[src/rtl/sonar_scheduler.sv]
// sonar_scheduler: round-robin trigger/measure/publish sequencer for two HC-SR04 rangers
// sharing one echo-width datapath.
module sonar_scheduler #(
    parameter logic [21:0] TRIG_CYC    = 22'd500,
    parameter logic [18:0] TIMEOUT_CYC = 19'd480000,
    parameter logic [21:0] GAP_CYC     = 22'd3000000
) (
    input  logic        clk,
    input  logic        rst_n,
    input  logic        enable,
    input  logic [1:0]  echo,
    output logic [1:0]  trig,
    output logic [18:0] pulse_num,
    output logic        pulse_vld,
    output logic        ch_id,
    output logic        timeout,
    output logic        busy
);
    typedef enum logic [2:0] {IDLE, TRIG, WAIT, MEAS, PUB, GAP} state_t;

    state_t      state_q, state_d;
    logic [1:0]  echo_m_q, echo_s_q, echo_p_q;
    logic        cur_ch_q, cur_ch_d;
    logic [21:0] cnt_q, cnt_d;
    logic [1:0]  trig_q, trig_d;
    logic [18:0] pulse_num_q, pulse_num_d;
    logic        pulse_vld_q, pulse_vld_d;
    logic        ch_id_q, ch_id_d;
    logic        timeout_q, timeout_d;
    logic        busy_q, busy_d;
    logic        echo_now, echo_rise;
    logic [21:0] tmo;

    assign tmo       = {3'b000, TIMEOUT_CYC};
    assign echo_now  = echo_s_q[cur_ch_q];
    // only a 0->1 transition seen while waiting counts, so a stuck-high echo times out
    assign echo_rise = echo_now & ~echo_p_q[cur_ch_q];

    always_comb begin
        state_d     = state_q;
        cnt_d       = cnt_q + 22'd1;
        cur_ch_d    = cur_ch_q;
        trig_d      = trig_q;
        pulse_num_d = pulse_num_q;
        pulse_vld_d = 1'b0;
        ch_id_d     = ch_id_q;
        timeout_d   = timeout_q;
        case (state_q)
            IDLE: begin
                cnt_d = '0;
                if (enable) begin
                    state_d = TRIG;
                    trig_d  = cur_ch_q ? 2'b10 : 2'b01;
                end
            end
            TRIG: if (cnt_q == TRIG_CYC - 22'd1) begin
                state_d = WAIT;
                cnt_d   = '0;
                trig_d  = 2'b00;
            end
            WAIT: begin
                if (echo_rise) begin
                    state_d = MEAS;
                    cnt_d   = '0;
                end else if (cnt_q == tmo) begin
                    state_d     = PUB;
                    cnt_d       = '0;
                    pulse_vld_d = 1'b1;
                    ch_id_d     = cur_ch_q;
                    pulse_num_d = TIMEOUT_CYC;
                    timeout_d   = 1'b1;
                end
            end
            MEAS: begin
                // falling edge is tested first so it wins over a simultaneous limit hit
                if (!echo_now || cnt_q == tmo) begin
                    state_d     = PUB;
                    cnt_d       = '0;
                    pulse_vld_d = 1'b1;
                    ch_id_d     = cur_ch_q;
                    pulse_num_d = echo_now ? TIMEOUT_CYC : cnt_q[18:0];
                    timeout_d   = echo_now;
                end
            end
            PUB: begin
                state_d = GAP;
                cnt_d   = '0;
            end
            GAP: if (cnt_q == GAP_CYC - 22'd1) begin
                state_d  = IDLE;
                cnt_d    = '0;
                cur_ch_d = ~cur_ch_q;
            end
            default: state_d = IDLE;
        endcase
        busy_d = state_d != IDLE;
    end

    always_ff @(posedge clk or negedge rst_n) begin
        if (!rst_n) begin
            state_q     <= IDLE;
            echo_m_q    <= '0;
            echo_s_q    <= '0;
            echo_p_q    <= '0;
            cur_ch_q    <= 1'b0;
            cnt_q       <= '0;
            trig_q      <= '0;
            pulse_num_q <= '0;
            pulse_vld_q <= 1'b0;
            ch_id_q     <= 1'b0;
            timeout_q   <= 1'b0;
            busy_q      <= 1'b0;
        end else begin
            state_q     <= state_d;
            echo_m_q    <= echo;
            echo_s_q    <= echo_m_q;
            echo_p_q    <= echo_s_q;
            cur_ch_q    <= cur_ch_d;
            cnt_q       <= cnt_d;
            trig_q      <= trig_d;
            pulse_num_q <= pulse_num_d;
            pulse_vld_q <= pulse_vld_d;
            ch_id_q     <= ch_id_d;
            timeout_q   <= timeout_d;
            busy_q      <= busy_d;
        end
    end

    assign trig      = trig_q;
    assign pulse_num = pulse_num_q;
    assign pulse_vld = pulse_vld_q;
    assign ch_id     = ch_id_q;
    assign timeout   = timeout_q;
    assign busy      = busy_q;
endmodule

[config.mk]
export PLATFORM = sky130hd
export DESIGN_NAME = sonar_scheduler
export DESIGN_NICKNAME = d
export VERILOG_FILES = /design/src/rtl/sonar_scheduler.sv
export SDC_FILE = /design/constraint.sdc
export NUM_CORES = 1
export LEC_CHECK = 0
export CAP_MARGIN = 10
export CORE_ASPECT_RATIO = 1.5
export CORE_MARGIN = 3
export CORE_UTILIZATION = 40
export CTS_BUF_LIST = sky130_fd_sc_hd__clkbuf_4 sky130_fd_sc_hd__clkbuf_8
export DETAILED_ROUTE_END_ITERATION = 6
export GPL_ROUTABILITY_DRIVEN = 0
export PLACE_DENSITY = 0.62
export SYNTH_ARGS = -nofsm -noshare
export SYNTH_HDL_FRONTEND = slang
export SYNTH_SLANG_ARGS = --single-unit
[constraint.sdc]
create_clock -name clk -period 6.24 [get_ports clk]
set_input_delay 0.936 -clock clk [delete_from_list [all_inputs] [get_ports clk]]
set_output_delay 0.936 -clock clk [all_outputs]
set_load 0.01 [all_outputs]
Word level (Yosys, flattened, before mapping)
Index checks and enable logic that the tools add are counted.
Word-level totals
  input bits: 5
  logic and storage cells: 78
  bits in registers: 57
Operators by class
  mux-type cells: 38
  equality and inequality tests: 13
  add/subtract/negate cells: 1
  order comparisons: 1
  reduce and logical (&&, ||, !) cells: 10
  bitwise gates (word level): 3
Operators by type and width (number)
  22-bit two-way mux: 5
  22-bit case mux with 5 select lines: 1
  19-bit two-way mux: 4
  19-bit case mux with 2 select lines: 1
  22-bit by 1-bit adder with 22-bit output, second input constant: 1
  22-bit by 19-bit equality test with 1-bit output, second input constant: 1
  22-bit equality test, second input constant: 1
  22-bit by 9-bit equality test with 1-bit output, second input constant: 1
  3-bit two-way mux: 6
  3-bit case mux with 6 select lines: 1
  1-bit two-way mux: 13
  2-bit != test, second input constant: 5
  3-bit by 2-bit equality test with 1-bit output, second input constant: 2
  3-bit equality test, second input constant: 2
  2-bit two-way mux: 3
  1-bit case mux with 2 select lines: 3
  2-bit case mux with 2 select lines: 1
  4-bit AND reduction: 1
  2-bit nonzero test: 2
  3-bit by 1-bit equality test with 1-bit output, second input constant: 1
  3-bit zero test: 1
  3-bit AND reduction: 1
  3-bit nonzero test: 1
  1-bit by 2-bit less-than comparator with 1-bit output, second input constant: 1
  other kinds (6): 7

Longest topological paths before layout
Gate-level depths: netlist of run 1.
  depth in word-level cells: 7
  mapped depth: 8
  depth with buffers taken out: 8

Least setup slack after synthesis of run 1
Ideal clock, no wire load.
  kind: register to register
  start point: reg cnt_q[11]
  end point: reg cnt_q[4]
  stages on the path, launching flop included: 7
  slack: 4.273 ns
  library setup time: 0.119 ns
  data arrival time: 1.848 ns
  clock period less this slack: 1.967 ns
  required time: 6.121 ns
  cell sequence: dfrtp_1 or3_4 or3_4 o31ai_4 and4_4 buf_6 nor2_1
Between the ends
  word-level cells in the longest chain between the ends: 4
  elaborated cells on any way between the ends: 10
  those cells by class: eq/ne: 3; mux: 6; reduce/logical: 1
Ends and longest elaborated chain
  start: declaration: line 24  | logic [21:0] cnt_q, cnt_d;
  start signal: assignment: line 119  | cnt_q <= cnt_d;
  22-bit by 19-bit equality test with 1-bit output: line 65, 76
  22-bit two-way mux / 1-bit logical OR (equally long branches): line 65, 76
  22-bit two-way mux, on equally long branches: line 62, 76
  22-bit case mux with 5 select lines (*): line 48  | case (state_q)
  net cnt_d[4]: line 24
The timed path passes the listed nets; every way through them passes the cells marked *.
A chain may end at the register's enable or synchronous reset.

Final worst setup path of run 1
  start point: reg state_q[0]
  end point: reg pulse_num_q[9] (netlist: pulse_num[9])
Between the ends
  word-level cells in the longest chain between the ends: 3
  elaborated cells on any way between the ends: 8
  those cells by class: eq/ne: 5; mux: 1; reduce/logical: 2
Ends and longest elaborated chain
  start: declaration: line 21  | state_t state_q, state_d;
  start signal: assignment: line 114  | state_q <= state_d;
  3-bit by 2-bit equality test with 1-bit output: line 48
  2-bit != test (no source line) / 2-bit nonzero test (equally long branches)
  4-bit AND reduction (no source line)
  end signal: assignment: line 121  | pulse_num_q <= pulse_num_d;
  end: declaration: line 26  | logic [18:0] pulse_num_q, pulse_num_d;
Parallel ways exist; a longest one is shown, timed or not.

==> results.json, run 1 <==
{
  "grt_use_total_pct": 16.2,
  "async_reset_ff_share_pct": 100,
  "cts_tree": "built",
  "power_frac_clock_pct": 44.6,
  "ant_nets": 0,
  "clk_pin_slew_ps": 60,
  "maxCapViolCount": 0,
  "ios": 30,
  "cts_max_path_buffers": 2,
  "pwr-share-seq_pct": 53.7,
  "vias": 1856,
  "synth_seq_cells": 57,
  "outcome": "completed",
  "min_period_ps": 2400,
  "placementRows": 35,
  "diodes": 0,
  "route.detailed.drc": 0,
  "ys_seq_area_share_pct": 55.6,
  "fin_tns_setup_ps": 0,
  "fmax_mhz": 416,
  "min_path_type": "reg -> reg",
  "synth.avg_cell_area_sq_um": 11.0,
  "cts-resized-gates": 0,
  "tightestPinTransition_ps": 842,
  "synth.largest_area_cell": "dfrtp_1",
  "cts_root_buffer": "clkbuf_8",
  "worst_slew_margin_rel_pct": 43.6,
  "final-setup-viol-count": 0,
  "initialDrtViolationCount": 94,
  "final.period_utilization_pct": 38.5,
  "power.density_nw_per_um2": 226,
  "clock_skew_ps": 7.75,
  "cpPeakStageDelay_ps": 710,
  "combPwrFrac_pct": 1.7,
  "cp.required_ps": 6470,
  "synth_top_area_share_pct": 55.6,
  "power_mw": 0.694,
  "drive_gt1_share_pct": 10.4,
  "synthTopCellsByArea": "dfrtp_1 (56%), xor2_1 (4.8%), nor2_1 (4.7%)",
  "path_cells": "or4b_2 -> o21ai_0 -> o31ai_2 -> nand2_1 -> inv_2 -> o22a_1",
  "crit_type": "reg -> reg",
  "multiInputGateArea_sq_um": 1060,
  "final_cell_mix": "dfrtp_1 (57), nor2_1 (32), clkdlybuf4s50_1 (28)",
  "ys.flop_type": "dfrtp_1",
  "ir_drop_mv": 0.143,
  "area_delta_synth_final_pct": 19.8,
  "end_kind": "flip-flop",
  "hold_viol": 0,
  "synthDistinctLibCells": 45,
  "dieArea_sq_um": 7430,
  "netSwitchingFraction_pct": 22.5,
  "synth-edff-count": 0,
  "overflow": 0,
  "htreeDepth": 3,
  "postCtsSetupRepairBufs": 0,
  "vias_per_cell": 5.41,
  "first_global_vias": 1943,
  "die_h_microns": 104,
  "hpwl_microns": 3800,
  "rsz0062_at_grt": "false",
  "grt_pass1_wl_microns": 9420,
  "fp.dieW_microns": 71.4,
  "cp-start-kind": "flip-flop",
  "first_pass_iters": 4,
  "leakage_nw": 1.37,
  "core_area_sq_um": 6170,
  "slew_violations": 0,
  "drt_wl_total_microns": 5570,
  "critPathArrivalTime_ps": 2630,
  "antenna_found_initial": 0,
  "ctsHoldBuffers": 0,
  "switchingPower_mw": 0.156,
  "yosys_warnings": 0,
  "n_fill_cell": 582,
  "pre_cts_ws_ps": 3820,
  "critPathSlowestCell": "or4b_2",
  "numClockSinks": 57,
  "initial_core_util_pct": 41.5,
  "final_common_cell": "dfrtp_1",
  "finalWorstSetupSlack_ps": 3840,
  "nets": 271,
  "cts-buffers-inserted": 9,
  "io_buffers": 29,
  "synth_nets": 241,
  "clock_latency_ps": 340,
  "netlist_area_sq_um": 2560,
  "syn_inst": 234,
  "post_drt_wl_per_cell_microns": 16.2,
  "critPathMaxFanout": 14,
  "grt_max_degree": 58,
  "seqCellArea_sq_um": 1430,
  "p_int_mw": 0.538
}
[Yosys cell counts, types with 5 or more instances]
library cell	number
nor4_1	6
dfrtp_1	57
nand3_1	10
nand2_1	16
xor2_1	14
nor2_1	32
a22o_1	12
o22a_1	7
nand4_1	7
xnor2_1	7
inv_1	5
clkbuf_1	7
[sequential cells by signal (all words and copies together), names as in the netlist]
name,cells
busy,1
ch_id,1
cnt_q,22
cur_ch_q,1
echo_m_q,2
echo_p_q,2
echo_s_q,2
pulse_num,19
pulse_vld,1
state_q,3
timeout,1
trig,2
[power groups by stage]
stage | logic (mW) | registers (mW) | clock network (mW)
floorplan | 0.00185 | 0.379 | 0
global placement | 0.0122 | 0.379 | 0
detailed placement | 0.0125 | 0.379 | 0
CTS | 0.0126 | 0.373 | 0.321
global route | 0.0140 | 0.373 | 0.337
finish | 0.0118 | 0.373 | 0.310
[path summary, 6_finish.rpt]
kind	start	end	slack, ps	depth (start not counted)
hold / removal	echo_m_q[0]	echo_s_q[0]	350	0
max in group asynchronous	rst_n	echo_s_q[0]	5030	2
setup / recovery	state_q[0]	pulse_num[9]	3840	6
min in group asynchronous	rst_n	pulse_num[3]	720	2
hold reg to reg	echo_m_q[0]	echo_s_q[0]	350	0
setup reg to reg	state_q[0]	pulse_num[9]	3840	6
[worst max-delay path, delay by kind of cell, from the launching register on]
family,cells,cell delay (ps)
compound gates,3,460
simple gates,2,1130
buf+inv,1,200
flops,1,500
[area by class of cell]
| cell class | count | area share [%] |
|---|---|---|
| clock inverter | 5 | 0.977 |
| timing repair buffer | 30 | 9.53 |
| sequential | 57 | 46.4 |
| multi-input combinational | 160 | 34.4 |
| clock buffer | 11 | 4.93 |
| tap | 74 | 3.01 |
| inverter | 6 | 0.733 |
[per-stage QoR]
| stage | cell area [sq um] | util (%) | hold slack, ps | cells |
|---|---|---|---|---|
| after global placement | 2890 | 46.8 | 333 | 327 |
| after CTS | 3070 | 49.8 | 357 | 343 |
| after global routing | 3070 | 49.8 | 373 | 343 |
| after detailed placement | 2890 | 46.8 | 343 | 327 |
| final | 3070 | 49.8 | 351 | 343 |
| after floorplan | 2560 | - | 331 | 234 |
[cell families (layout without fill, tap and decap cells)]
logic type / Yosys count / after routing / synth area share (%)
AO/OA/AOI/OAI: 36 / 36 / 12.0
buffers and inverters: 17 / 52 / 3.17
flip-flops: 57 / 57 / 55.6
XOR/XNOR: 21 / 21 / 7.17
AND/OR/NAND/NOR: 99 / 99 / 20.3
adder cells (fa/ha/maj): 2 / 2 / 0.975
multiplexers: 2 / 2 / 0.829
[routing by layer]
metal  up-vias  GRT usage [%]  routed length [microns]
met1       939           19.2                     2420
met5         -              0                        0
met3        11           4.64                      146
met4         0           7.66                      124
li1        888              -                        -
met2        18           26.6                     2880
Note: power is estimated with default switching activity, not from simulation.
==> run 2: changes to the inputs <==
==> constraint.sdc (replaced) <==
create_clock -name clk -period 2.4 [get_ports clk]
set_input_delay 0.36 -clock clk [delete_from_list [all_inputs] [get_ports clk]]
set_output_delay 0.36 -clock clk [all_outputs]
set_load 0.01 [all_outputs]
==> run 2 against run 1 <==
Against the previous run: register-to-register slack got worse by 3600 ps; critical path depth fell by 1; sequential power rose to 2.6 times the previous value; die area did not move; combinational power rose to 3.0 times the previous value; clock power rose by 150%; via count rose by 3.8%; wire length rose by 2.1%; hold slack got worse by 2.2 ps; core utilization rose by 1.3 points; final cell count rose by 2.6%; highest routed layer unchanged.
==> results.json, run 2 (same netlist as run 1, synthesis figures left out) <==
{
  "outcome": "completed",
  "final_cell_mix": "dfrtp_1 (57), nor2_1 (32), clkdlybuf4s50_1 (28)",
  "final-setup-viol-count": 0,
  "first_pass_iters": 4,
  "power.density_nw_per_um2": 561,
  "hpwl_microns": 4050,
  "rrSetupSlack_ps": 220,
  "antenna_found_initial": 0,
  "post_drt_wl_per_cell_microns": 16.1,
  "final_common_cell": "dfrtp_1",
  "cp.required_ps": 2610,
  "cts_max_path_buffers": 2,
  "slew_violations": 0,
  "worst_slew_margin_rel_pct": 63.4,
  "power_frac_clock_pct": 43.2,
  "grt_pass1_wl_microns": 9740,
  "largest-register": "cnt_q",
  "ir_drop_mv": 0.358,
  "initial_core_util_pct": 41.5,
  "diodes": 0,
  "cts_tree": "built",
  "min_to": "echo_s_q[0]",
  "min_path_type": "reg -> reg",
  "overflow": 0,
  "fp.dieW_microns": 71.4,
  "dieArea_sq_um": 7430,
  "min_from": "echo_m_q[0]",
  "clock_skew_ps": 4.55,
  "clock_latency_ps": 340,
  "clk_pin_slew_ps": 60,
  "p_int_mw": 1.37,
  "power_mw": 1.77,
  "die_h_microns": 104,
  "fin_tns_setup_ps": 0,
  "grt_max_degree": 49,
  "leakage_nw": 1.41,
  "cts_root_buffer": "clkbuf_8",
  "maxCapViolCount": 0,
  "cts-buffers-inserted": 9,
  "multiInputGateArea_sq_um": 1060,
  "n_fill_cell": 545,
  "first_global_vias": 1977,
  "htreeDepth": 3,
  "cp-start-kind": "flip-flop",
  "ios": 30,
  "final.period_utilization_pct": 90.7,
  "vias": 1926,
  "area_delta_synth_final_pct": 22.9,
  "rsz0062_at_grt": "false",
  "drt_wl_total_microns": 5680,
  "critPathArrivalTime_ps": 2390,
  "switchingPower_mw": 0.400,
  "pwr-share-seq_pct": 54.8,
  "drive_gt1_share_pct": 12.9,
  "hold_viol": 0,
  "postCtsSetupRepairBufs": 0,
  "vias_per_cell": 5.47,
  "seqCellArea_sq_um": 1430,
  "end_kind": "flip-flop",
  "largest_register_ffs": 22,
  "core_area_sq_um": 6170,
  "route.detailed.drc": 0,
  "r2r-end": "cnt_q[17]",
  "fmax_mhz": 459,
  "crit_type": "reg -> reg",
  "worstRegToRegCells": 5,
  "r2r_start": "cnt_q[11]",
  "numClockSinks": 57,
  "netSwitchingFraction_pct": 22.6,
  "grt_use_total_pct": 16.8,
  "combPwrFrac_pct": 2.0,
  "nets": 281,
  "tightestPinTransition_ps": 543,
  "io_buffers": 29,
  "holdPathStages": 0,
  "placementRows": 35,
  "initialDrtViolationCount": 90,
  "critPathMaxFanout": 22,
  "min_period_ps": 2180,
  "ant_nets": 0
}
## run 2: cell count changes in the layout (fill, tap and decap cells not counted), sizes merged
| cell | before | now |
|---|---|---|
| clkinvlp | 2 | 3 |
| clkinv | 3 | 2 |
| buf | 2 | 11 |
| dlygate4sd3 | 0 | 1 |
| clkbuf | 11 | 10 |
## run 2: how the worst max path moves through the flow
stage                          from      endpoint  slack, ps  cells past startpoint
after global placement    cnt_q[11]     cnt_q[17]        230                      5
after detailed placement  cnt_q[11]     cnt_q[17]        220                      5
after global routing       cnt_q[0]  pulse_num[2]        110                      8
after CTS                 cnt_q[11]     cnt_q[17]        210                      5
final                     cnt_q[11]     cnt_q[17]        220                      5
after floorplan           cnt_q[11]      cnt_q[4]        430                      6
## run 2: worst max-delay path, cell delays in order (launching register included)
cell     delay, ps
dfrtp_1        440
or3_4          420
or3_4          390
o31ai_4        270
and4_4         430
nor2_1          90
## run 2: power by group through the flow
stage / clock network (mW) / logic, mW / registers, mW
finish: 0.765 / 0.0351 / 0.969
global route: 0.831 / 0.0405 / 0.969
CTS: 0.793 / 0.0365 / 0.969
detailed placement: 0 / 0.0352 / 0.987
global placement: 0 / 0.0347 / 0.986
floorplan: 0 / 0.00481 / 0.986
## run 2: layer usage
layer  vias up  track usage (%)  part of all wire [%]
li1        910                -                     -
met3        15             3.58                   4.3
met5         -                0                     0
met1       959             19.1                    40
met4         0             9.54                   2.6
met2        42             28.6                    53
## run 2: final cells by class
cell class / instances / area share (%)
clock inverters: 5 / 1.03
inverters: 6 / 0.715
clock buffers: 10 / 4.37
flip-flops and latches: 57 / 45.3
well taps: 74 / 2.94
multi-input cells: 160 / 33.5
repair buffers: 40 / 12.1
## run 2: repair_timing
action	CTS	global route
endpoints found under the hold margin	9	0
hold buffers	1	0
resized for setup	0	0
endpoints found under the setup margin	0	0
## run 2: through the flow
stage	cells	util (%)	hold slack [ps]	setup WS [ps]	area, sq um
2_1_floorplan	234	-	64.4	433	2560
3_3_place_gp	336	48.1	234	234	2970
3_5_place_dp	336	48.1	243	217	2970
4_1_cts	352	51.0	349	212	3150
5_1_grt	352	51.0	362	115	3150
6_report	352	51.0	348	223	3150
